===== config.mk =====
export PLATFORM = sky130hd
export DESIGN_NAME = io_initiator
export DESIGN_NICKNAME = d
export VERILOG_FILES = /design/src/rtl/io_initiator_pkg.sv /design/src/rtl/io_initiator.sv
export SDC_FILE = /design/constraint.sdc
export NUM_CORES = 1
export LEC_CHECK = 0
export CAP_MARGIN = 10
export CORE_ASPECT_RATIO = 0.6
export CORE_MARGIN = 2
export CORE_UTILIZATION = 44
export CTS_CLUSTER_SIZE = 20
export DETAILED_ROUTE_END_ITERATION = 8
export PLACE_DENSITY = 0.86
export SYNTH_ARGS = -nofsm -noshare
export SYNTH_HDL_FRONTEND = slang
export SYNTH_SLANG_ARGS = --single-unit

===== constraint.sdc =====
create_clock -name clk -period 2.1 [get_ports clk]
set_input_delay 0.42 -clock clk [delete_from_list [all_inputs] [get_ports clk]]
set_output_delay 0.42 -clock clk [all_outputs]
set_load 0.01 [all_outputs]

===== src/rtl/io_initiator_pkg.sv =====
// Shared types and constants for the register-bus initiator.
package io_initiator_pkg;

  // Transaction sequencer states.
  typedef enum logic [1:0] {
    S_IDLE  = 2'd0,
    S_ISSUE = 2'd1,
    S_WAIT  = 2'd2,
    S_RESP  = 2'd3
  } state_t;

  // Port-register responder address map.
  localparam logic [2:0] ADDR_PORTA = 3'd0;
  localparam logic [2:0] ADDR_DDRA  = 3'd1;
  localparam logic [2:0] ADDR_PORTB = 3'd2;
  localparam logic [2:0] ADDR_DDRB  = 3'd3;

  // Width of the read-response wait counter (limit is at most 15).
  localparam int unsigned WAIT_CNT_W = 4;

  // Increment that sticks at all-ones instead of wrapping.
  function automatic logic [7:0] sat_inc8(input logic [7:0] v);
    return (v == 8'hFF) ? v : v + 8'd1;
  endfunction

endpackage


===== src/rtl/io_initiator.sv =====
// Host-request to register-bus initiator: one bus strobe per request,
// read responses awaited with a bounded timeout, one response per request.
module io_initiator #(
  parameter int unsigned TIMEOUT_CYCLES = 4
) (
  input  logic       clk,
  input  logic       rst,
  input  logic       req_valid,
  output logic       req_ready,
  input  logic       req_we,
  input  logic [2:0] req_addr,
  input  logic [7:0] req_wdata,
  output logic       rsp_valid,
  input  logic       rsp_ready,
  output logic [7:0] rsp_rdata,
  output logic       rsp_err,
  output logic       bus_enable,
  output logic       bus_we_n,
  output logic [2:0] bus_a,
  output logic [7:0] bus_di,
  input  logic [7:0] bus_do,
  input  logic       bus_oe,
  output logic [7:0] err_count
);
  import io_initiator_pkg::*;

  // Last WAIT cycle is the one whose incremented count reaches TIMEOUT_CYCLES-1.
  localparam logic [WAIT_CNT_W:0] TO_LIMIT = (WAIT_CNT_W + 1)'(TIMEOUT_CYCLES - 1);

  state_t                r_state;
  state_t                w_state_nxt;
  logic                  r_we;
  logic [2:0]            r_addr;
  logic [7:0]            r_wdata;
  logic [WAIT_CNT_W-1:0] r_cnt;
  logic [WAIT_CNT_W-1:0] w_cnt_nxt;
  logic [WAIT_CNT_W:0]   w_cnt_inc;
  logic                  w_timeout;
  logic [7:0]            r_rdata;
  logic [7:0]            w_rdata_nxt;
  logic                  r_err;
  logic                  w_err_nxt;
  logic [7:0]            r_errcnt;
  logic [7:0]            w_errcnt_nxt;
  logic                  w_accept;

  assign w_cnt_inc = {1'b0, r_cnt} + 1'b1;
  assign w_timeout = (w_cnt_inc >= TO_LIMIT);

  // State, request latch, wait counter and response registers.
  always_ff @(posedge clk) begin
    if (rst) begin
      r_state  <= S_IDLE;
      r_we     <= 1'b0;
      r_addr   <= '0;
      r_wdata  <= '0;
      r_cnt    <= '0;
      r_rdata  <= '0;
      r_err    <= 1'b0;
      r_errcnt <= '0;
    end else begin
      r_state  <= w_state_nxt;
      r_cnt    <= w_cnt_nxt;
      r_rdata  <= w_rdata_nxt;
      r_err    <= w_err_nxt;
      r_errcnt <= w_errcnt_nxt;
      if (w_accept) begin
        r_we    <= req_we;
        r_addr  <= req_addr;
        r_wdata <= req_wdata;
      end
    end
  end

  // Next-state and response-data decisions; bus_oe only matters in WAIT.
  always_comb begin
    w_state_nxt  = r_state;
    w_cnt_nxt    = r_cnt;
    w_rdata_nxt  = r_rdata;
    w_err_nxt    = r_err;
    w_errcnt_nxt = r_errcnt;
    w_accept     = 1'b0;
    case (r_state)
      S_IDLE: begin
        if (req_valid) begin
          w_accept    = 1'b1;
          w_state_nxt = S_ISSUE;
        end
      end
      S_ISSUE: begin
        if (r_we) begin
          w_rdata_nxt = '0;
          w_err_nxt   = 1'b0;
          w_state_nxt = S_RESP;
        end else begin
          w_cnt_nxt   = '0;
          w_state_nxt = S_WAIT;
        end
      end
      S_WAIT: begin
        if (bus_oe) begin
          w_rdata_nxt = bus_do;
          w_err_nxt   = 1'b0;
          w_state_nxt = S_RESP;
        end else begin
          w_cnt_nxt = w_cnt_inc[WAIT_CNT_W-1:0];
          if (w_timeout) begin
            w_rdata_nxt  = '0;
            w_err_nxt    = 1'b1;
            w_errcnt_nxt = sat_inc8(r_errcnt);
            w_state_nxt  = S_RESP;
          end
        end
      end
      S_RESP: begin
        if (rsp_ready) begin
          w_state_nxt = S_IDLE;
        end
      end
      default: w_state_nxt = S_IDLE;
    endcase
  end

  // Address/data come straight from the request latch, which only changes on
  // accept, so they hold their last value whenever the strobe is low.
  assign req_ready  = (r_state == S_IDLE);
  assign rsp_valid  = (r_state == S_RESP);
  assign bus_enable = (r_state == S_ISSUE);
  assign bus_we_n   = ~(bus_enable & r_we);
  assign bus_a      = r_addr;
  assign bus_di     = r_wdata;
  assign rsp_rdata  = r_rdata;
  assign rsp_err    = r_err;
  assign err_count  = r_errcnt;

endmodule


==> metrics.cfg, run 1 <==
[outcome]
status=finished, final reports clean

[synth]
synth-async-reset-ratio=0
netlist_area_sq_um=1560
synth_cell_type_count=35
synth_top_area_frac=0.448
yosys_register_bits=35
synth_fp_nets=222
yosysTopAreaCell=dfxtp_1
synth_ff_type=dfxtp_1
synth_edf_count=0
ys_warn_count=0
synth_area_leaders=dfxtp_1 45%, nand2_1 8.2%, a21oi_1 7.4%, ha_1 5.6%, nand3_1 3.8%
yosysSeqAreaShare=0.448
avgSynthCellArea_sq_um=8.22
netlist_instances=190

[layout]
final_net_count=283
drive_above_1_share=0.0675
n_antenna_cell=0
final_common_cell=clkdlybuf4s50_1
mostFrequentLayoutCells=55 x clkdlybuf4s50_1, 34 x nand2_1, 34 x dfxtp_1, 23 x a21oi_1
area_growth_pct=45.3
post-route-util=0.683
final_area_sq_um=2270

[power]
p_sw_frac=0.342
seqPwrFrac=0.401
p_switching_mw=0.676
power.leakage_nw=0.835
combPwrFrac=0.362
ir_worst_vdd_mv=0.776
powerDensity_nw_per_um2=872
power_frac_clock=0.237
internal_power_mw=1.30

[global_route]
grt_max_degree=26
gr-total-overflow=0
antenna_found_initial=0
track_usage=0.197
grt_pass1_wl_um=6090
grt_pass1_vias=1365

[worst_setup_path]
path_class=reg -> reg
reg2reg_depth=6
worst_ep_required_time_ps=2280
worstSetupEndpointType=register
start_kind=register
critPathMaxFanout=13
critPathArrivalTime_ps=2140

[die]
start_util=0.470
coreArea_sq_um=3320
io_pins=57
die_x_um=80.9
die_y_um=50.2
dieArea_sq_um=4060
num_rows=16

[clock_network]
clock_latency_ps=290
htreeDepth=2
clock-sinks=35
cts_made_buffers=5
holdBufCountCts=0
cts_tree=yes
clockBufferDepth=2
cts-root-buf=clkbuf_8
path_clk_slew_ps=70

[timing]
setup_viol=0
finalCriticalPeriod_ps=1960
slew_headroom=0.641
fin_skew_ps=5.80
tightest_slew_ps=537
slew_viol_final=0
rsz0062_at_grt=no
hold_viol_final=0
fmax_ghz=0.510
tns_ps=0
period_share=0.933

[routing]
remaining_drc_errors=0
firstDrtPassIters=4
drt_iter0_drc=86
via_count=1506
vias_per_cell=5.07
ant_nets=0
wl_per_cell_um=12.4
totalWireLength_um=3690

[placed_design]
io_buffers=56
placed_cell_area_sq_um=2190
hpwl_um=2730
gp_congestion=0.805

[min_path]
min_path_type=reg -> reg
min_path_cells=2

[job]
drv_cap=0

==> per-stage QoR <==
| stage | std cells | setup WS [ps] | total power, mW | hold slack, ps |
|---|---|---|---|---|
| 3_3_place_gp | 289 | -3.20 | 1.51 | 440 |
| 6_report | 297 | 141 | 1.98 | 453 |
| 3_5_place_dp | 289 | -36.2 | 1.52 | 448 |
| 2_1_floorplan | 190 | 325 | 1.21 | 449 |
| 4_1_cts | 297 | 26.2 | 2.00 | 457 |
| 5_1_grt | 297 | 3.62 | 2.11 | 480 |
==> final timing paths <==
check	start	end	slack, ps
worst min-delay path	bus_a[2]$_SDFFE_PP0P_	bus_a[2]$_SDFFE_PP0P_	450
worst max register to register	r_cnt[0]$_SDFFE_PP0P_	err_count[2]$_SDFFE_PP0P_	140
worst max-delay path	r_cnt[0]$_SDFFE_PP0P_	err_count[2]$_SDFFE_PP0P_	140
worst min register to register	bus_a[2]$_SDFFE_PP0P_	bus_a[2]$_SDFFE_PP0P_	450
==> what timing repair did <==
| action | CTS | global route |
|---|---|---|
| setup endpoints to repair | 1 | 1 |
| setup buffers | 0 | 0 |
| resized for setup | 1 | 1 |
==> cells in the mapped netlist, types with 2 or more instances <==
cell      number
dfxtp_1       35
inv_1          7
or3_1          4
ha_1           7
nand3_1       12
nor3_1         3
a41o_1         2
nand2b_1       9
o21ai_0       12
nand2_1       34
clkbuf_1       4
buf_1          2
mux2i_1        4
and2_1         2
a21oi_1       23
nor2_1        10
nor4_1         2
==> power groups by stage <==
stage	logic, mW	registers [mW]	clock network (mW)
after floorplan	0.392	0.822	0
after global placement	0.703	0.802	0
after detailed placement	0.717	0.806	0
after CTS	0.720	0.794	0.485
after global routing	0.803	0.806	0.504
final	0.716	0.794	0.469
==> area by class of cell <==
class / instances / area (sq um)
Clock buffer: 7 / 76.3
Clock inverter: 1 / 5.00
Fill cell: 295 / 1050
Inverter: 7 / 26.3
Multi-Input combinational cell: 140 / 797
Sequential cell: 35 / 702
Tap cell: 45 / 56.3
Timing Repair Buffer: 62 / 608
==> state kept, by name (all words and copies together), names as in the netlist <==
| register | flops |
|---|---|
| bus_a | 3 |
| err_count | 8 |
| rsp_rdata | 8 |
| rsp_err | 1 |
| r_state | 2 |
| r_cnt | 4 |
| r_we | 1 |
| bus_di | 8 |
==> layer usage <==
layer  routed length (um)  vias up  global-route usage
met5                    0        -                   0
met4                   63        0              0.0932
met3                  371        8              0.0845
met2                 1510       56               0.271
met1                 1750      664               0.264
li1                     -      778                   -
==> logic make-up (layout without fill, tap and decap cells) <==
group | count (synthesis) | after routing | synth area share
buf+inv | 15 | 77 | 0.0416
xor+xnor | 1 | 1 | 0.00561
fa+ha+maj | 7 | 7 | 0.0560
flops | 35 | 35 | 0.448
mux | 5 | 5 | 0.0328
simple gates | 81 | 81 | 0.246
compound gates | 46 | 46 | 0.170
==> worst max-delay path, stage by stage, from the launching register on <==
cell	delay [ps]
dfxtp_1	370
ha_1	260
or2_2	280
o21ai_1	170
a21o_1	390
nor2_1	100
mux2_2	280
No activity file was read; power rests on OpenSTA's default activity.
==> run 2, diff against run 1 <==
- SETUP_SLACK_MARGIN: unset -> 0.2
==> metrics.cfg, run 2 (synthesis gave the netlist of run 1 again) <==
[worst_setup_path]
r2r_slack_ps=300
path_class=reg -> out
timing.rr.end=err_count[6]$_SDFFE_PP0P_
reg2reg_depth=7
worstSetupEndpointType=output pin
critPathArrivalTime_ps=1400
start_kind=register
worst_ep_required_time_ps=1680
critPathMaxFanout=4
r2r_start=r_cnt[0]$_SDFFE_PP0P_

[timing]
fin_skew_ps=6.43
rsz0062_at_grt=yes
slew_viol_final=0
slew_headroom=0.640
tightest_slew_ps=538
finalCriticalPeriod_ps=1820
hold_viol_final=0
period_share=0.869
setup_viol=0
fmax_ghz=0.548

[power]
power.leakage_nw=0.838
internal_power_mw=1.30
ir_worst_vdd_mv=0.789
p_sw_frac=0.346
powerDensity_nw_per_um2=866
seqPwrFrac=0.402
p_total_mw=1.99
combPwrFrac=0.362
p_switching_mw=0.688
power_frac_clock=0.236

[min_path]
min_to=bus_a[2]$_SDFFE_PP0P_
worstHoldStart=bus_a[2]$_SDFFE_PP0P_
min_path_cells=2
min_path_type=reg -> reg

[layout]
final_common_cell=clkdlybuf4s50_1
final_area_sq_um=2300
mostFrequentLayoutCells=53 x clkdlybuf4s50_1, 34 x nand2_1, 33 x dfxtp_1, 23 x a21oi_1
drive_above_1_share=0.0952
area_growth_pct=47.2
n_antenna_cell=0
final_net_count=283

[clock_network]
cts_tree=yes
clock_latency_ps=290
cts-root-buf=clkbuf_8
clock-sinks=35
post_cts_buffers=0
htreeDepth=2
cts_made_buffers=5
path_clk_slew_ps=70
clockBufferDepth=2

[global_route]
grt_pass1_vias=1367
antenna_found_initial=0
grt_max_degree=26
track_usage=0.198
gr-total-overflow=0
grt_pass1_wl_um=6100

[routing]
drt_iter0_drc=74
ant_nets=0
via_count=1506
wl_per_cell_um=12.5
vias_per_cell=5.07
firstDrtPassIters=4
remaining_drc_errors=0
totalWireLength_um=3720

[die]
die_y_um=50.2
coreArea_sq_um=3320
die_x_um=80.9
dieArea_sq_um=4060
num_rows=16
io_pins=57
start_util=0.470

[placed_design]
hpwl_um=2730
gp_congestion=0.805
io_buffers=56
placed_cell_area_sq_um=2190

[outcome]
status=finished, final reports clean

[job]
drv_cap=0

[run 2: worst max-delay path, stage by stage (launching register included)]
cell             delay [ps]
dfxtp_1                 400
ha_1                    190
clkdlybuf4s50_1         530
[run 2: final cells by class]
type | instances | area (sq um)
fillers | 291 | 1020
multi-input cells | 140 | 828
flip-flops and latches | 35 | 706
repair buffers | 62 | 602
clock buffers | 7 | 76.3
well taps | 45 | 56.3
inverters | 7 | 26.3
clock inverters | 1 | 5.00
[run 2: worst max-delay path by stage]
stage	start	endpoint	slack, ps	depth (start not counted)
3_5_place_dp	bus_oe	err_count[6]$_SDFFE_PP0P_	-40	6
4_1_cts	r_state[0]$_SDFFE_PP0P_	err_count[6]$_SDFFE_PP0P_	190	7
5_1_grt	r_cnt[0]$_SDFFE_PP0P_	err_count[6]$_SDFFE_PP0P_	190	7
3_3_place_gp	bus_oe	err_count[6]$_SDFFE_PP0P_	-3	6
6_report	r_state[0]$_SDFFE_PP0P_	rsp_valid	280	2
2_1_floorplan	r_state[0]$_SDFFE_PP0P_	err_count[2]$_SDFFE_PP0P_	330	8
[run 2: power groups by stage]
stage	Combinational [mW]	Sequential, mW	Clock, mW
after floorplan	0.392	0.822	0
after global placement	0.703	0.802	0
after detailed placement	0.717	0.806	0
after CTS	0.709	0.794	0.485
after global routing	0.812	0.812	0.504
final	0.722	0.800	0.469
[run 2: through the flow]
| step | util | setup TNS (ps) | worst slack (ps) | hold WS, ps | instances |
|---|---|---|---|---|---|
| floorplan | - | 0 | 325 | 449 | 190 |
| global placement | 0.658 | -3.20 | -3.20 | 440 | 289 |
| detailed placement | 0.658 | -86.1 | -36.2 | 448 | 289 |
| CTS | 0.683 | 0 | 187 | 457 | 297 |
| global route | 0.692 | 0 | 189 | 480 | 297 |
| finish | 0.692 | 0 | 276 | 453 | 297 |
[run 2: per-layer routing]
layer  GRT usage  part of all wire  up-vias
li1            -                 -      777
met1       0.266              0.48      664
met2       0.271              0.41       57
met3      0.0845             0.093        8
met4      0.0932             0.017        0
met5           0                 0        -
[run 2: what timing repair did]
item                                    CTS  global route
hold endpoints to repair                  0             0
endpoints found under the setup margin    7            18
resized for setup                         6             8
hold buffers                              0             0
==> run 3, diff against run 2 <==
- ABC_CLOCK_PERIOD_IN_PS: unset -> 2100
==> results of run 3 <==
No change in the layout: final DEF, timing and power equal those of run 2.
==> RTL edit 1, RTL diff (config.mk and constraints of run 1) <==
Make the reset (`rst`) asynchronous in one clocked block.
--- a/src/rtl/io_initiator.sv
+++ b/src/rtl/io_initiator.sv
@@ -48,7 +48,7 @@
   assign w_timeout = (w_cnt_inc >= TO_LIMIT);
 
   // State, request latch, wait counter and response registers.
-  always_ff @(posedge clk) begin
+  always_ff @(posedge clk or posedge rst) begin
     if (rst) begin
       r_state  <= S_IDLE;
       r_we     <= 1'b0;
Formal check against the unedited RTL: differs if rst is asserted again (counterexample within 4 cycles, from zero or initial values and one cycle with rst high); with rst held inactive, the same outputs for 10 cycles.
==> RTL edit 1 against run 1 <==
Area after synthesis grew 9.8%; maximum frequency up 0.71%; routed wire length rose by 5.2%; setup slack improved by 0.014 ns; sequential cell count unchanged; count of clock-buffer cells in the layout increased by 1; first-iteration DRC count shrank 41%; cell area increased by 8.4%; global-route usage fell by 0.78 points; critical endpoint is now bus_enable.
Power is not compared: it rests on default switching activity, and its combinational part moved more than twofold at a synthesized area within 25%.
==> RTL edit 1: results (changes against run 1) <==
| Metric | Value |
|---|---|
| Routed WL per cell | `14.9 um (+20%)` |
| Multi-input logic area | `790 um^2 (-0.94%)` |
| Max transition margin | `0.710 (+0.0694)` |
| Status | `complete, no violations` |
| Placer congestion estimate | `0.828 (+2.8%)` |
| Post-synth top flop | `dfrtp_1` |
| Endpoints failing hold | `0 (unchanged)` |
| Total CTS buffers | `5 (unchanged)` |
| # clk buffers | `8 (+1)` |
| Antenna Cells | `0 (unchanged)` |
| Antenna violations before repair | `0 (unchanged)` |
| Distinct cells, synth | `36 (+2.9%)` |
| Leakage | `1.06 nW` |
| Post-Syn Nets | `179 (-19%)` |
| Crit-path max FO | `3 (-10)` |
| Fillcell total | `309 (+4.7%)` |
| Nets | `244 (-14%)` |
| Met1 GRT Util | `0.265 (+0.000775)` |
| Share of layout cells above drive strength 1 | `0.183 (+0.116)` |
| First-pass GRT wire length | `6380 um (+4.9%)` |
| Top post-synthesis cells by count | `35 x dfrtp_1, 15 x mux2_2, 9 x nand3_1, 9 x o31ai_1, 8 x o21ai_0` |
| Non-clk bufs | `64 (+3.2%)` |
| Ys async rst share | `1.00 (+1.00)` |
| Top cells by area, synth | `dfrtp_1 51%, mux2_2 9.8%, ha_1 5.1%` |
| M2 GR Usage | `0.266 (-0.00495)` |
| Largest net degree at the start of global routing | `36 (+38%)` |
| Clk_lat worst skew | `0.28 ns` |
| DRT met1 WL | `1940 um (+11%)` |
| DR iter-0 viols | `51 (-41%)` |
| TritonRoute pass-1 iters | `4 (unchanged)` |
| Worst Skew | `0.00544 ns (-0.000355 ns)` |
| Met2 wire length | `1580 um (+4.4%)` |
| HP Class | `flop to flop` |
| Hpwl dp | `2790 um (+2.0%)` |
| Met3 routed WL | `314 um (-15%)` |
| Crit path DAT | `1.53 ns (-0.61 ns)` |
| Peak VDD IR | `just under 0.8 mV` |
| Seq/Total Area, Yosys | `0.510 (+0.0618)` |
| Non-Clock Inverter Count | `4 (-3)` |
| Data buffer area share | `0.253 (-0.0151)` |
| GR Util met3 | `0.0772 (-0.00737)` |
| Drt drc | `0 (unchanged)` |
| Sinks on the clock net | `35 (unchanged)` |
| Global-route usage over all layers | `0.189 (-0.00778)` |
| DR vias | `1387 (-7.9%)` |
| Multi-input comb cells | `102 (-27%)` |
| Reg area | `876 um^2 (+25%)` |
| Clk cell area share | `0.0407 (+0.00486)` |
-- RTL edit 1: worst paths after layout --
check | from | to | slack (ns) | cells past startpoint
min in group asynchronous | rst | bus_di[5] | 0.55 | 3
min reg2reg | bus_a[1] | bus_a[1] | 0.50 | 1
min | bus_a[1] | bus_a[1] | 0.50 | 1
max | r_state[1] | bus_enable | 0.15 | 3
max in group asynchronous | rst | err_count[7] | 1.23 | 3
max reg2reg | r_state[0] | r_state[1] | 0.16 | 6
-- RTL edit 1: cell families after synthesis --
logic type / Yosys count / share of synthesized area
buffers and inverters: 10 / 0.0313
AOI/OAI and AO/OA: 29 / 0.122
and+or+nand+nor: 44 / 0.150
DFF: 35 / 0.510
xor gates and xnor gates: 6 / 0.0306
muxes: 16 / 0.104
adders and majority gates: 7 / 0.0510
-- RTL edit 1: through the flow --
step / hold WS (ns) / utilization / setup WS [ns] / cells / instance area (um^2)
2_1_floorplan: 0.502 / - / 0.375 / 147 / 1720
3_3_place_gp: 0.480 / 0.635 / 0.116 / 251 / 2350
3_5_place_dp: 0.487 / 0.635 / 0.0903 / 251 / 2350
4_1_cts: 0.503 / 0.664 / 0.0210 / 260 / 2460
5_1_grt: 0.514 / 0.665 / 0.0386 / 260 / 2460
6_report: 0.505 / 0.665 / 0.154 / 260 / 2460
-- RTL edit 1: what timing repair did --
action / in CTS / in global routing
buffers inserted: 1 / 0
resized for setup: 2 / 1
endpoints found under the setup margin: 2 / 1
-- RTL edit 1: power by group --
part,internal [W],total (W),switching [W]
Combinational,0.000881,0.00165,0.000770
Sequential,0.000929,0.00110,0.000176
Clock,0.000299,0.000522,0.000223
-- RTL edit 1: critical path, cell delays in order, from the launching register on --
cell and delay [ns]:
dfrtp_1 0.40, inv_1 0.09, ha_1 0.20, clkdlybuf4s50_1 0.56
==> RTL edit 2, RTL diff (flow settings as in run 1) <==
Without the edit above. Change the package constant `WAIT_CNT_W` from 4 to 6.
--- a/src/rtl/io_initiator_pkg.sv
+++ b/src/rtl/io_initiator_pkg.sv
@@ -16,7 +16,7 @@
   localparam logic [2:0] ADDR_DDRB  = 3'd3;
 
   // Width of the read-response wait counter (limit is at most 15).
-  localparam int unsigned WAIT_CNT_W = 4;
+  localparam int unsigned WAIT_CNT_W = 6;
 
   // Increment that sticks at all-ones instead of wrapping.
   function automatic logic [7:0] sat_inc8(input logic [7:0] v);
Check against the original RTL: no difference found for any inputs over 10 cycles, from zero or initial values and one cycle with rst high; that may be too few to reach the edited logic, so the function may still have changed.
==> RTL edit 2 against run 1 <==
Largest cell class unchanged; global-route usage is 0.28 points lower; setup slack got worse by 0.058 ns; clock power increased by 3%; area after synthesis grew 9.1%; power shrank 5.0%; count of clock-buffer cells in the layout down 1; first-iteration DRC count decreased by 14%; cell area increased by 6.6%; sequential cell count increased by 2; routed wire length rose by 13%.
==> RTL edit 2: results (changes against run 1) <==
| Metric | Value |
|---|---|
| Root buffer cell | `clkbuf_8` |
| WHS Endpoint | `bus_di[0]` |
| Hold slack | `0.455 ns (+0.00121 ns)` |
| Placer congestion estimate | `0.842 (+4.5%)` |
| Syn. warnings | `0 (unchanged)` |
| Max Root-Sink Buffers | `2 (unchanged)` |
| Setup slack, reg-to-reg | `0.17 ns (+0.03 ns)` |
| Crit path DAT | `1.60 ns (-0.54 ns)` |
| Number of global-route vias before repair | `1516 (+11%)` |
| Crit-path leading delay family | `buffers and inverters` |
| DR iter-0 viols | `74 (-14%)` |
| Global-route usage over all layers | `0.194 (-0.00280)` |
| Distinct cells, synth | `34 (-2.9%)` |
| Leakage | `0.868 nW (+4.1%)` |
| R2r worst-path depth | `7 (+1)` |
| Peak VDD IR | `0.589 mV (-24%)` |
| Mux share of post-synthesis cell area | `0.0176 (-0.0152)` |
| Crit path largest cell delay | `0.57 ns (+0.18 ns)` |
| DRT met1 WL | `1950 um (+11%)` |
| Share of layout cells above drive strength 1 | `0.0789 (+0.0115)` |
| Hold_sp | `bus_di[0]` |
| Top post-synthesis cells by count | `37 x dfxtp_1, 28 x nand2_1, 25 x a21oi_1` |
| Top cells by area, synth | `dfxtp_1 43%, a21oi_1 7.3%, nand2_1 6.2%` |
| Hpwl dp | `3020 um (+11%)` |
| Clk_lat worst skew | `0.29 ns (about the same)` |
| First-pass GRT wire length | `6730 um (+11%)` |
| Worst slew pin tran | `0.537 ns (-0.000164 ns)` |
| CP max-delay cell | `clkdlybuf4s50_1` |
| Compound-Gate Fraction of Synth Area | `0.185 (+0.0152)` |
| M2 GR Usage | `0.299 (+0.0276)` |
| Synth Area in XOR/XNOR | `0.0154 (+0.00980)` |
| FF-to-FF End | `err_count[6]` |
| Seq/Total Area, Yosys | `0.434 (-0.0140)` |
| Nets | `297 (+4.9%)` |
| H-tree depth | `2 (unchanged)` |
| Place WS | `0.0324 ns (+0.0686 ns)` |
| Largest net degree at the start of global routing | `25 (-3.8%)` |
| Status | `complete, no violations` |
| Met2 wire length | `1840 um (+21%)` |
| GR Util met3 | `0.0693 (-0.0152)` |
| Crit-path max FO | `5 (-8)` |
| TritonRoute pass-1 iters | `4 (unchanged)` |
| Post-Syn Nets | `237 (+6.8%)` |
| Routed WL per cell | `13.3 um (+7.1%)` |
| Met1 GRT Util | `0.256 (-0.00855)` |
| Worst Skew | `0.00544 ns (-0.000358 ns)` |
| Port Buffer Count | `56 (unchanged)` |
| Synth Area in Adders | `0.0514 (-0.00469)` |
| Fillcell total | `311 (+5.4%)` |
| Met3 routed WL | `341 um (-8.1%)` |
| DR vias | `1638 (+8.8%)` |
## RTL edit 2: changes by cell type in the layout (fill, tap and decap cells not counted), sizes merged, moves of 3 or more
| cell | delta |
|---|---|
| or3 | +3 |
| and3 | +3 |
| nand2 | -6 |
| nand3 | +4 |
| nor2 | +4 |
| o21ai | +4 |
## RTL edit 2: worst max-delay path by stage
stage / start / endpoint / slack, ns / cells past startpoint
6_report: r_state[0] / req_ready / 0.08 / 3
3_5_place_dp: bus_oe / err_count[6] / 0.03 / 6
2_1_floorplan: r_cnt[0] / rsp_rdata[5] / 0.24 / 8
3_3_place_gp: bus_oe / err_count[6] / 0.07 / 6
5_1_grt: r_state[0] / req_ready / 0.02 / 3
4_1_cts: r_state[1] / bus_we_n / 0.03 / 4
## RTL edit 2: repair_timing
item,4_1_cts,5_1_grt
endpoints found under the setup margin,1,9
buffers inserted,0,0
pin swaps,0,1
hold buffers,0,0
gates resized for setup,2,3
## RTL edit 2: tightest hold or removal path, cell delays in order (launching register included)
cell     delay (ns)
dfxtp_1        0.31
nand2_1        0.05
a21oi_1        0.05
## RTL edit 2: power breakdown
group	switching [W]	total (W)	internal, W
Sequential	0.0000453	0.000806	0.000760
Clock	0.000251	0.000481	0.000230
Combinational	0.000322	0.000594	0.000272
Total	0.000618	0.00188	0.00126
## RTL edit 2: area by class of cell
cell class	instances	area, um^2	area share
multi-input combinational	155	917	0.379
clock inverter	2	10.0	0.00414
tap	47	58.8	0.0243
timing repair buffer	61	601	0.248
inverter	5	18.8	0.00776
clock buffer	6	72.6	0.0300
sequential	37	742	0.307
## RTL edit 2: per-stage QoR
stage                     cell area, um^2  std cells
after global placement               2320        305
after global routing                 2420        313
after detailed placement             2320        305
after floorplan                      1710        205
final                                2420        313
after CTS                            2410        313
